<file path="src/rtl/cpu_dump_pkg.sv">
// Shared types and constants for the post-halt CPU state dumper.
package cpu_dump_pkg;

    // Width of the walk index and of the out_index field.
    localparam int DUMP_INDEX_W = 16;

    // Default sizes of the single-cycle MIPS register file and data memory.
    localparam int DEF_REG_COUNT = 32;
    localparam int DEF_MEM_DEPTH = 64;

    // Beat kind tag carried in the top payload bit.
    localparam logic KIND_REG = 1'b0;
    localparam logic KIND_MEM = 1'b1;

    // Payload layout: {kind, index, data}.
    localparam int DUMP_DATA_W    = 32;
    localparam int DUMP_PAYLOAD_W = 1 + DUMP_INDEX_W + DUMP_DATA_W;

    // Dump sequencer states.
    typedef enum logic [1:0] {
        IDLE = 2'd0,
        REGS = 2'd1,
        MEMS = 2'd2,
        DONE = 2'd3
    } dump_state_t;

endpackage

</file>
<file path="src/rtl/cpu_state_dumper_out_buffer.sv">
// One-entry valid/ready output register for the dump stream.
module dump_out_buffer
    import cpu_dump_pkg::*;
(
    input  logic                      clk,
    input  logic                      reset,
    input  logic                      load,
    input  logic [DUMP_PAYLOAD_W-1:0] payload,
    input  logic                      out_ready,
    output logic                      out_valid,
    output logic [DUMP_PAYLOAD_W-1:0] payload_q,
    output logic                      can_load
);

    logic                      valid_reg;
    logic [DUMP_PAYLOAD_W-1:0] payload_reg;

    // A new beat may enter when the slot is empty or is being drained now.
    assign can_load  = !valid_reg || out_ready;
    assign out_valid = valid_reg;
    assign payload_q = payload_reg;

    // Hold the beat until accepted; refill in the same cycle it drains.
    always_ff @(posedge clk) begin
        if (reset) begin
            valid_reg   <= 1'b0;
            payload_reg <= '0;
        end else if (load) begin
            valid_reg   <= 1'b1;
            payload_reg <= payload;
        end else if (out_ready) begin
            valid_reg   <= 1'b0;
        end
    end

endmodule

</file>
<file path="src/rtl/cpu_state_dumper.sv">
// Post-halt readout: freezes the CPU, then streams every register and
// every data-memory word over a valid/ready interface.
module cpu_state_dumper
    import cpu_dump_pkg::*;
#(
    parameter int REG_COUNT = DEF_REG_COUNT,
    parameter int MEM_DEPTH = DEF_MEM_DEPTH
) (
    input  logic                    clk,
    input  logic                    reset,
    input  logic                    halt,
    output logic                    freeze,
    output logic [4:0]              reg_a,
    input  logic [31:0]             reg_rd,
    output logic [31:0]             mem_a,
    input  logic [31:0]             mem_rd,
    output logic                    out_valid,
    input  logic                    out_ready,
    output logic                    out_kind,
    output logic [DUMP_INDEX_W-1:0] out_index,
    output logic [31:0]             out_data,
    output logic                    done
);

    localparam logic [DUMP_INDEX_W-1:0] REG_LAST = DUMP_INDEX_W'(REG_COUNT - 1);
    localparam logic [DUMP_INDEX_W-1:0] MEM_LAST = DUMP_INDEX_W'(MEM_DEPTH - 1);

    dump_state_t               state_reg, state_next;
    logic [DUMP_INDEX_W-1:0]   index_reg, index_next;
    logic                      load;
    logic                      can_load;
    logic [DUMP_PAYLOAD_W-1:0] payload;
    logic [DUMP_PAYLOAD_W-1:0] payload_q;

    dump_out_buffer u_out_buffer (
        .clk       (clk),
        .reset     (reset),
        .load      (load),
        .payload   (payload),
        .out_ready (out_ready),
        .out_valid (out_valid),
        .payload_q (payload_q),
        .can_load  (can_load)
    );

    assign out_kind  = payload_q[DUMP_PAYLOAD_W-1];
    assign out_index = payload_q[DUMP_DATA_W +: DUMP_INDEX_W];
    assign out_data  = payload_q[DUMP_DATA_W-1:0];

    // Once halt is captured the CPU stays frozen until reset.
    assign freeze = (state_reg != IDLE);
    assign done   = (state_reg == DONE) && !out_valid;

    // State and walk index registers.
    always_ff @(posedge clk) begin
        if (reset) begin
            state_reg <= IDLE;
            index_reg <= '0;
        end else begin
            state_reg <= state_next;
            index_reg <= index_next;
        end
    end

    // Sequencer: drives read addresses, builds the beat, advances on load slots.
    always_comb begin
        state_next = state_reg;
        index_next = index_reg;
        load       = 1'b0;
        payload    = '0;
        reg_a      = '0;
        mem_a      = '0;
        case (state_reg)
            IDLE: begin
                if (halt) begin
                    state_next = REGS;
                    index_next = '0;
                end
            end
            REGS: begin
                reg_a   = index_reg[4:0];
                payload = {KIND_REG, index_reg, reg_rd};
                if (can_load) begin
                    load = 1'b1;
                    if (index_reg == REG_LAST) begin
                        state_next = MEMS;
                        index_next = '0;
                    end else begin
                        index_next = index_reg + 1'b1;
                    end
                end
            end
            MEMS: begin
                // Word-aligned byte address.
                mem_a   = {14'd0, index_reg, 2'b00};
                payload = {KIND_MEM, index_reg, mem_rd};
                if (can_load) begin
                    load = 1'b1;
                    if (index_reg == MEM_LAST) begin
                        state_next = DONE;
                    end else begin
                        index_next = index_reg + 1'b1;
                    end
                end
            end
            DONE: begin
                state_next = DONE;
            end
            default: begin
                state_next = IDLE;
            end
        endcase
    end

endmodule

</file>
<file path="config.mk">
export PLATFORM = sky130hd
export DESIGN_NAME = cpu_state_dumper
export DESIGN_NICKNAME = d
export VERILOG_FILES = /design/src/rtl/cpu_dump_pkg.sv /design/src/rtl/cpu_state_dumper_out_buffer.sv /design/src/rtl/cpu_state_dumper.sv
export SDC_FILE = /design/constraint.sdc
export NUM_CORES = 1
export LEC_CHECK = 0
export ABC_AREA = 0
export CAP_MARGIN = 20
export CORE_ASPECT_RATIO = 0.7
export CORE_MARGIN = 2
export CORE_UTILIZATION = 35
export DETAILED_ROUTE_END_ITERATION = 6
export PLACE_DENSITY = 0.76
export SYNTH_ARGS = -nofsm -noshare
export SYNTH_HDL_FRONTEND = slang
export SYNTH_SLANG_ARGS = --single-unit
</file>
<file path="constraint.sdc">
create_clock -name clk -period 3.9 [get_ports clk]
set_input_delay 0.78 -clock clk [delete_from_list [all_inputs] [get_ports clk]]
set_output_delay 0.78 -clock clk [all_outputs]
set_load 0.02 [all_outputs]
</file>
==> key figures, run 1 <==
Run status
  • Outcome: finished, final reports clean

Setup path
  • Slowest stage cell, crit path: ha_1
  • Cells along the critical path: inv_1 > ha_1 > and2_1 > clkdlybuf4s50_1
  • CP endpoint kind: primary output
  • Crit Path Category: reg2out
  • WP data arrival: 2.28 ns
  • Max FO, Critical Path: 21
  • Max incr delay on CP: 0.65 ns
  • CP required: 3.12 ns
  • Crit start category: flip-flop

Timing
  • Pin slew with the least headroom to its limit: 1.03 ns
  • Max frequency: 326 MHz
  • Layout Skew: 0.00549 ns
  • Period utilization: 0.785
  • Fin crit period: 3.06 ns
  • Final setup vio count: 0
  • Min Hold Slack: 0.456 ns
  • Fin. Hold Viols: 0
  • Setup TNS: 0 ns
  • Pins Over Slew Limit: 0
  • Unrepaired setup endpoints after global routing: false
  • Worst slew margin relative to its limit: 0.315

Synth
  • Yosys reg bits: 68
  • Seq/Total Area, Yosys: 0.398
  • Yosys warnings: 0
  • Asr flop ratio synth: 0
  • Post-synthesis mux area share: 0.00329
  • EDFF count, synth: 0
  • Complex-gate fraction of the synthesized area: 0.185
  • Synth Instances: 431
  • Post-synthesis xor/xnor area fraction: 0
  • Yosys cell types: 46
  • Post-synth top flop: dfxtp_1
  • Avg Cell Area, Syn: 7.93 µm²
  • Adder-cell area share of the yosys netlist: 0.0183
  • Post-Synth Simple-Gate Area: 0.300
  • Main combinational cell family by area after synthesis: simple AND/OR/NAND/NOR gates
  • Syn Std Cell Area: 3420 µm²

GRT
  • Total GRT Usage: 0.189
  • Global-route wire length before repair: 16000 µm
  • Vias in the first global route: 3156
  • Largest net degree at the start of global routing: 55
  • Initial antenna violation count: 0
  • GRT overflow: 0

Final layout
  • Max reg flops: 49
  • Synthesis-to-finish area growth: 50.3%
  • Nets@finish: 620
  • Most common cell after layout, fill and taps aside: clkdlybuf4s50_1
  • Most frequent cells in the layout: 139 x clkdlybuf4s50_1, 68 x dfxtp_1, 55 x nor2_1
  • Ratio of cells with drive above 1 in the final layout: 0.0562
  • Register area: 1360 µm²
  • Number of fill cells: 898
  • Area of the multi-input gates: 1800 µm²
  • N_diodes: 0

Clock network
  • Total CTS buffers: 9
  • Post-CTS setup buffers: 0
  • Hold buffer count at cts: 0
  • Deepest level of the CTS H-tree: 3
  • CTS sink count: 68
  • CTS tree: yes
  • Clock-pin transition on the worst setup and hold timing paths: 0.06 ns
  • CTS resizes: 0
  • Clk_lat worst skew: 0.32 ns
  • CTS root buffer: clkbuf_16
  • Max Buffers Root-to-Sink: 2

Floorplan
  • Placement Rows: 30
  • Die W: 122 µm
  • Die area: 10600 µm²
  • Starting Density: 0.356
  • Die Y-Extent: 86.7 µm
  • Boundary pin count: 157
  • Core area: 9610 µm²

Detailed routing
  • Antenna viol nets, final: 0
  • DRT Pass-1 Iters: 4
  • Number of remaining DRC errors: 0
  • Routed length per instance: 15.0 µm
  • Via density: 5.21
  • Drt total wl: 10200 µm
  • Via count: 3545
  • Initial DRC Count: 150

Job
  • # Max-Cap Violations: 0

Placement
  • Hpwl dp: 7380 µm
  • GP Congestion: 0.817
  • I/O Buffers: 140

Power and ir drop
  • Pwr dens: 689 nW/µm²
  • Peak supply drop: 0.781 mV
  • Leak: 1.78 nW

Worst hold path
  • Worst min-delay path class: reg2reg
[logic make-up after synthesis]
kind of cell / Yosys count
fa+ha+maj: 5
buf+inv: 65
flops: 68
mux: 1
compound gates: 86
simple gates: 205
other cells: 1
[synthesized netlist by cell type (5+ instances only)]
cell type / instances / area share
dfxtp_1: 68 / 0.40
nor3_1: 38 / 0.056
clkbuf_1: 32 / 0.035
inv_1: 7 / 0.0077
buf_4: 16 / 0.035
a221oi_1: 32 / 0.082
nand3_1: 29 / 0.042
buf_2: 8 / 0.012
nand2_1: 32 / 0.035
a211oi_1: 5 / 0.011
a31oi_1: 7 / 0.013
a21oi_1: 23 / 0.034
ha_1: 5 / 0.018
and2_1: 22 / 0.040
nor2_1: 55 / 0.060
[worst max-delay path: cells and delay by family (launching register included)]
family / cells / cell delay, ns
buffers and inverters: 2 / 0.71
and+or+nand+nor: 1 / 0.26
DFF: 1 / 0.32
adders and majority gates: 1 / 0.65
[report_power, final]
part	internal [mW]	switching (mW)	total, mW
combinational	0.717	0.997	1.71
sequential	0.876	0.0952	0.971
clock	0.559	0.298	0.857
total	2.15	1.39	3.54
[routing by layer]
metal  track usage  wire, µm  up-vias
met4        0.0460       107        0
met1         0.266      4650     1637
met5             0         0        -
met3        0.0572       802       10
li1              -         -     1756
met2         0.282      4650      142
[through the flow]
stage	util	power [mW]	area, µm²	setup WS, ns	std cells
2_1_floorplan	-	2.04	3470	1.70	446
3_3_place_gp	0.498	2.61	4780	1.15	662
3_5_place_dp	0.498	2.65	4780	1.10	662
4_1_cts	0.531	3.51	5100	0.814	678
5_1_grt	0.535	3.77	5140	0.671	680
6_report	0.535	3.54	5140	0.837	680
[area by class of cell]
| cell class | instances | area share |
|---|---|---|
| multi-input combinational | 313 | 0.349 |
| timing repair buffer | 148 | 0.287 |
| sequential | 68 | 0.265 |
| clock buffer | 10 | 0.0446 |
| tap | 128 | 0.0312 |
| clock inverter | 6 | 0.0173 |
| inverter | 7 | 0.00511 |
[final timing paths]
| kind | startpoint | to | depth (start not counted) | slack (ns) |
|---|---|---|---|---|
| min reg2reg | u_out_buffer.payload_q[39] | u_out_buffer.payload_q[39] | 2 | 0.46 |
| max | state_reg[1] | reg_a[1] | 4 | 0.84 |
| max reg2reg | state_reg[1] | index_reg[7] | 7 | 1.22 |
| min | u_out_buffer.payload_q[39] | u_out_buffer.payload_q[39] | 2 | 0.46 |
(Power assumes the default switching activity.)
==> run 2: changes to the inputs <==
clock period = 3.14 ns   (was 3.9 ns; I/O delays follow)
==> run 2 against run 1 <==
Highest routed layer unchanged. Global-route usage increased by 0.80 points. First-iteration DRC count increased by 73%. Largest cell class unchanged. Via count increased by 1.5%. Final area increased by 1.0%. Critical endpoint is now reg_a[4]. Setup slack got worse by 0.65 ns.
==> key figures, run 2 (same netlist as run 1, synthesis figures left out) <==
Run status
  • Outcome: finished, final reports clean

Clock network
  • Clock-pin transition on the worst setup and hold timing paths: 0.05 ns (about the same)
  • Post-CTS setup buffers: 0 (unchanged)
  • Clk_lat worst skew: 0.33 ns (about the same)
  • CTS root buffer: clkbuf_16
  • Total CTS buffers: 9 (unchanged)
  • Hold buffer count at cts: 0 (unchanged)
  • CTS tree: yes
  • Max Buffers Root-to-Sink: 2 (unchanged)
  • CTS sink count: 68 (unchanged)
  • Deepest level of the CTS H-tree: 3 (unchanged)
  • CTS resizes: 0 (unchanged)

Timing
  • Max frequency: 339 MHz
  • Fin crit period: 2.95 ns
  • Fin. Hold Viols: 0 (unchanged)
  • Unrepaired setup endpoints after global routing: false
  • Pins Over Slew Limit: 0 (unchanged)
  • Final setup vio count: 0 (unchanged)
  • Period utilization: 0.940
  • Setup TNS: 0 ns (unchanged)
  • Worst slew margin relative to its limit: 0.565 (+0.249)
  • Layout Skew: 0.00605 ns (+0.000566 ns)
  • Pin slew with the least headroom to its limit: 0.653 ns (-0.374 ns)

Floorplan
  • Die W: 122 µm (unchanged)
  • Die area: 10600 µm² (unchanged)
  • Core area: 9610 µm² (unchanged)
  • Placement Rows: 30 (unchanged)
  • Starting Density: 0.356 (unchanged)
  • Die Y-Extent: 86.7 µm (unchanged)
  • Boundary pin count: 157 (unchanged)

Power and ir drop
  • Sequential power share: 0.268 (-0.006)
  • Sw Share: 0.382 (-0.0102)
  • Combinational power share: 0.471 (-0.013)
  • Leak: 1.81 nW (+1.8%)
  • Peak supply drop: 0.399 mV (-49%)
  • Pint: 2.78 mW (+29%)
  • Pwr dens: 867 nW/µm² (+26%)
  • Clk pwr share: 0.260 (+0.018)
  • Psw: 1.72 mW (+24%)

Final layout
  • Nets@finish: 622 (+0.32%)
  • Synthesis-to-finish area growth: 51.8%
  • Most frequent cells in the layout: 139 x clkdlybuf4s50_1, 68 x dfxtp_1, 55 x nor2_1
  • Most common cell after layout, fill and taps aside: clkdlybuf4s50_1
  • Finished Layout Cells: 682 (+0.29%)
  • N_diodes: 0 (unchanged)
  • Max reg flops: 49 (unchanged)
  • Ratio of cells with drive above 1 in the final layout: 0.0614 (+0.00521)

Detailed routing
  • WL met1: 4550 µm (-2.3%)
  • Via count: 3599 (+1.5%)
  • Drt total wl: 10300 µm (+0.83%)
  • Antenna viol nets, final: 0 (unchanged)
  • Routed length per instance: 15.1 µm (+0.54%)
  • DR WL met3: 816 µm (+1.7%)
  • Initial DRC Count: 260 (+73%)
  • Highest routed layer: met4
  • Met2 WL post-DR: 4800 µm (+3.2%)
  • Number of remaining DRC errors: 0 (unchanged)
  • Via density: 5.28 (+1.2%)
  • DRT Pass-1 Iters: 5 (+1)

Setup path
  • Setup slack, reg-to-reg: 0.58 ns (-0.64 ns)
  • CP endpoint: reg_a[4]
  • CP endpoint kind: primary output
  • R2r startpoint: state_reg[1]
  • CP startpoint: state_reg[1]
  • WP data arrival: 2.32 ns (+0.04 ns)
  • Reg2reg path depth: 7 (unchanged)
  • Crit Path Category: reg2out
  • CP required: 2.51 ns (-0.61 ns)
  • Reg-to-reg endpoint: index_reg[7]
  • Max FO, Critical Path: 17 (-19%)
  • Crit start category: flip-flop

Job
  • # Max-Cap Violations: 0 (unchanged)

GRT
  • Vias in the first global route: 3287 (+4.2%)
  • Initial antenna violation count: 0 (unchanged)
  • GRT overflow: 0 (unchanged)
  • Global-route wire length before repair: 16400 µm (+2.9%)
  • Largest net degree at the start of global routing: 43 (-22%)
  • Total GRT Usage: 0.197 (+0.00803)

Placement
  • I/O Buffers: 140 (unchanged)
  • Hpwl dp: 7580 µm (+2.6%)
  • Placed cells: 666 (+0.60%)
  • GP Congestion: 0.851 (+4.3%)

Worst hold path
  • Worst min-delay path class: reg2reg
## run 2: changes by cell type in the layout (fill, tap and decap cells not counted)
cell and change:
bufinv_16 +1, clkinvlp_4 -1, clkbuf_8 +1, buf_4 +1, buf_12 +2, clkbuf_1 -1
buf_16 -1
## run 2: final cells by class
| type | instances | area (µm²) |
|---|---|---|
| fillers | 916 | 4420 |
| well taps | 128 | 160 |
| repair buffers | 150 | 1500 |
| clock buffers | 10 | 239 |
| flip-flops and latches | 68 | 1360 |
| multi-input cells | 313 | 1800 |
| clock inverters | 6 | 111 |
| inverters | 7 | 26.3 |
## run 2: power by group through the flow
stage	logic [mW]	clock network (mW)	registers (mW)
floorplan	1.07	0	1.46
global placement	2.09	0	1.21
detailed placement	2.12	0	1.23
CTS	2.13	1.19	1.21
global route	2.33	1.23	1.24
finish	2.12	1.17	1.21
## run 2: per-stage QoR
step | hold WS, ns | power, mW | instance area, µm² | setup slack, ns | util
4_1_cts | 0.460 | 4.53 | 5190 | 0.167 | 0.540
6_report | 0.455 | 4.50 | 5190 | 0.187 | 0.540
3_5_place_dp | 0.445 | 3.35 | 4840 | 0.528 | 0.504
5_1_grt | 0.487 | 4.80 | 5190 | 0.0315 | 0.540
2_1_floorplan | 0.477 | 2.53 | 3470 | 1.07 | -
3_3_place_gp | 0.442 | 3.30 | 4840 | 0.616 | 0.504
## run 2: how the worst min path moves through the flow
stage / slack (ns) / endpoint / start / depth (start not counted)
finish: 0.46 / u_out_buffer.payload_q[44] / u_out_buffer.payload_q[44] / 2
global route: 0.49 / u_out_buffer.payload_q[48] / u_out_buffer.payload_q[48] / 2
CTS: 0.46 / u_out_buffer.payload_q[45] / u_out_buffer.payload_q[45] / 2
detailed placement: 0.44 / u_out_buffer.payload_q[47] / u_out_buffer.payload_q[47] / 2
global placement: 0.44 / u_out_buffer.payload_q[47] / u_out_buffer.payload_q[47] / 2
floorplan: 0.48 / index_reg[1] / index_reg[1] / 2
## run 2: critical path: stages (launching register included)
cell and delay [ns]:
dfxtp_1 0.34, inv_1 0.10, ha_1 0.47, buf_4 0.31, and2_1 0.17, clkdlybuf4s50_1 0.60
## run 2: per-layer routing
metal | track usage | vias up
met2 | 0.301 | 141
li1 | - | 1758
met3 | 0.0586 | 9
met5 | 0 | -
met4 | 0.0669 | 0
met1 | 0.265 | 1691
==> run 3: changes to the inputs <==
SLEW_MARGIN = 20   (was default)
==> results of run 3 <==
Same layout as run 2: the final DEF is identical, and so are final timing and power.
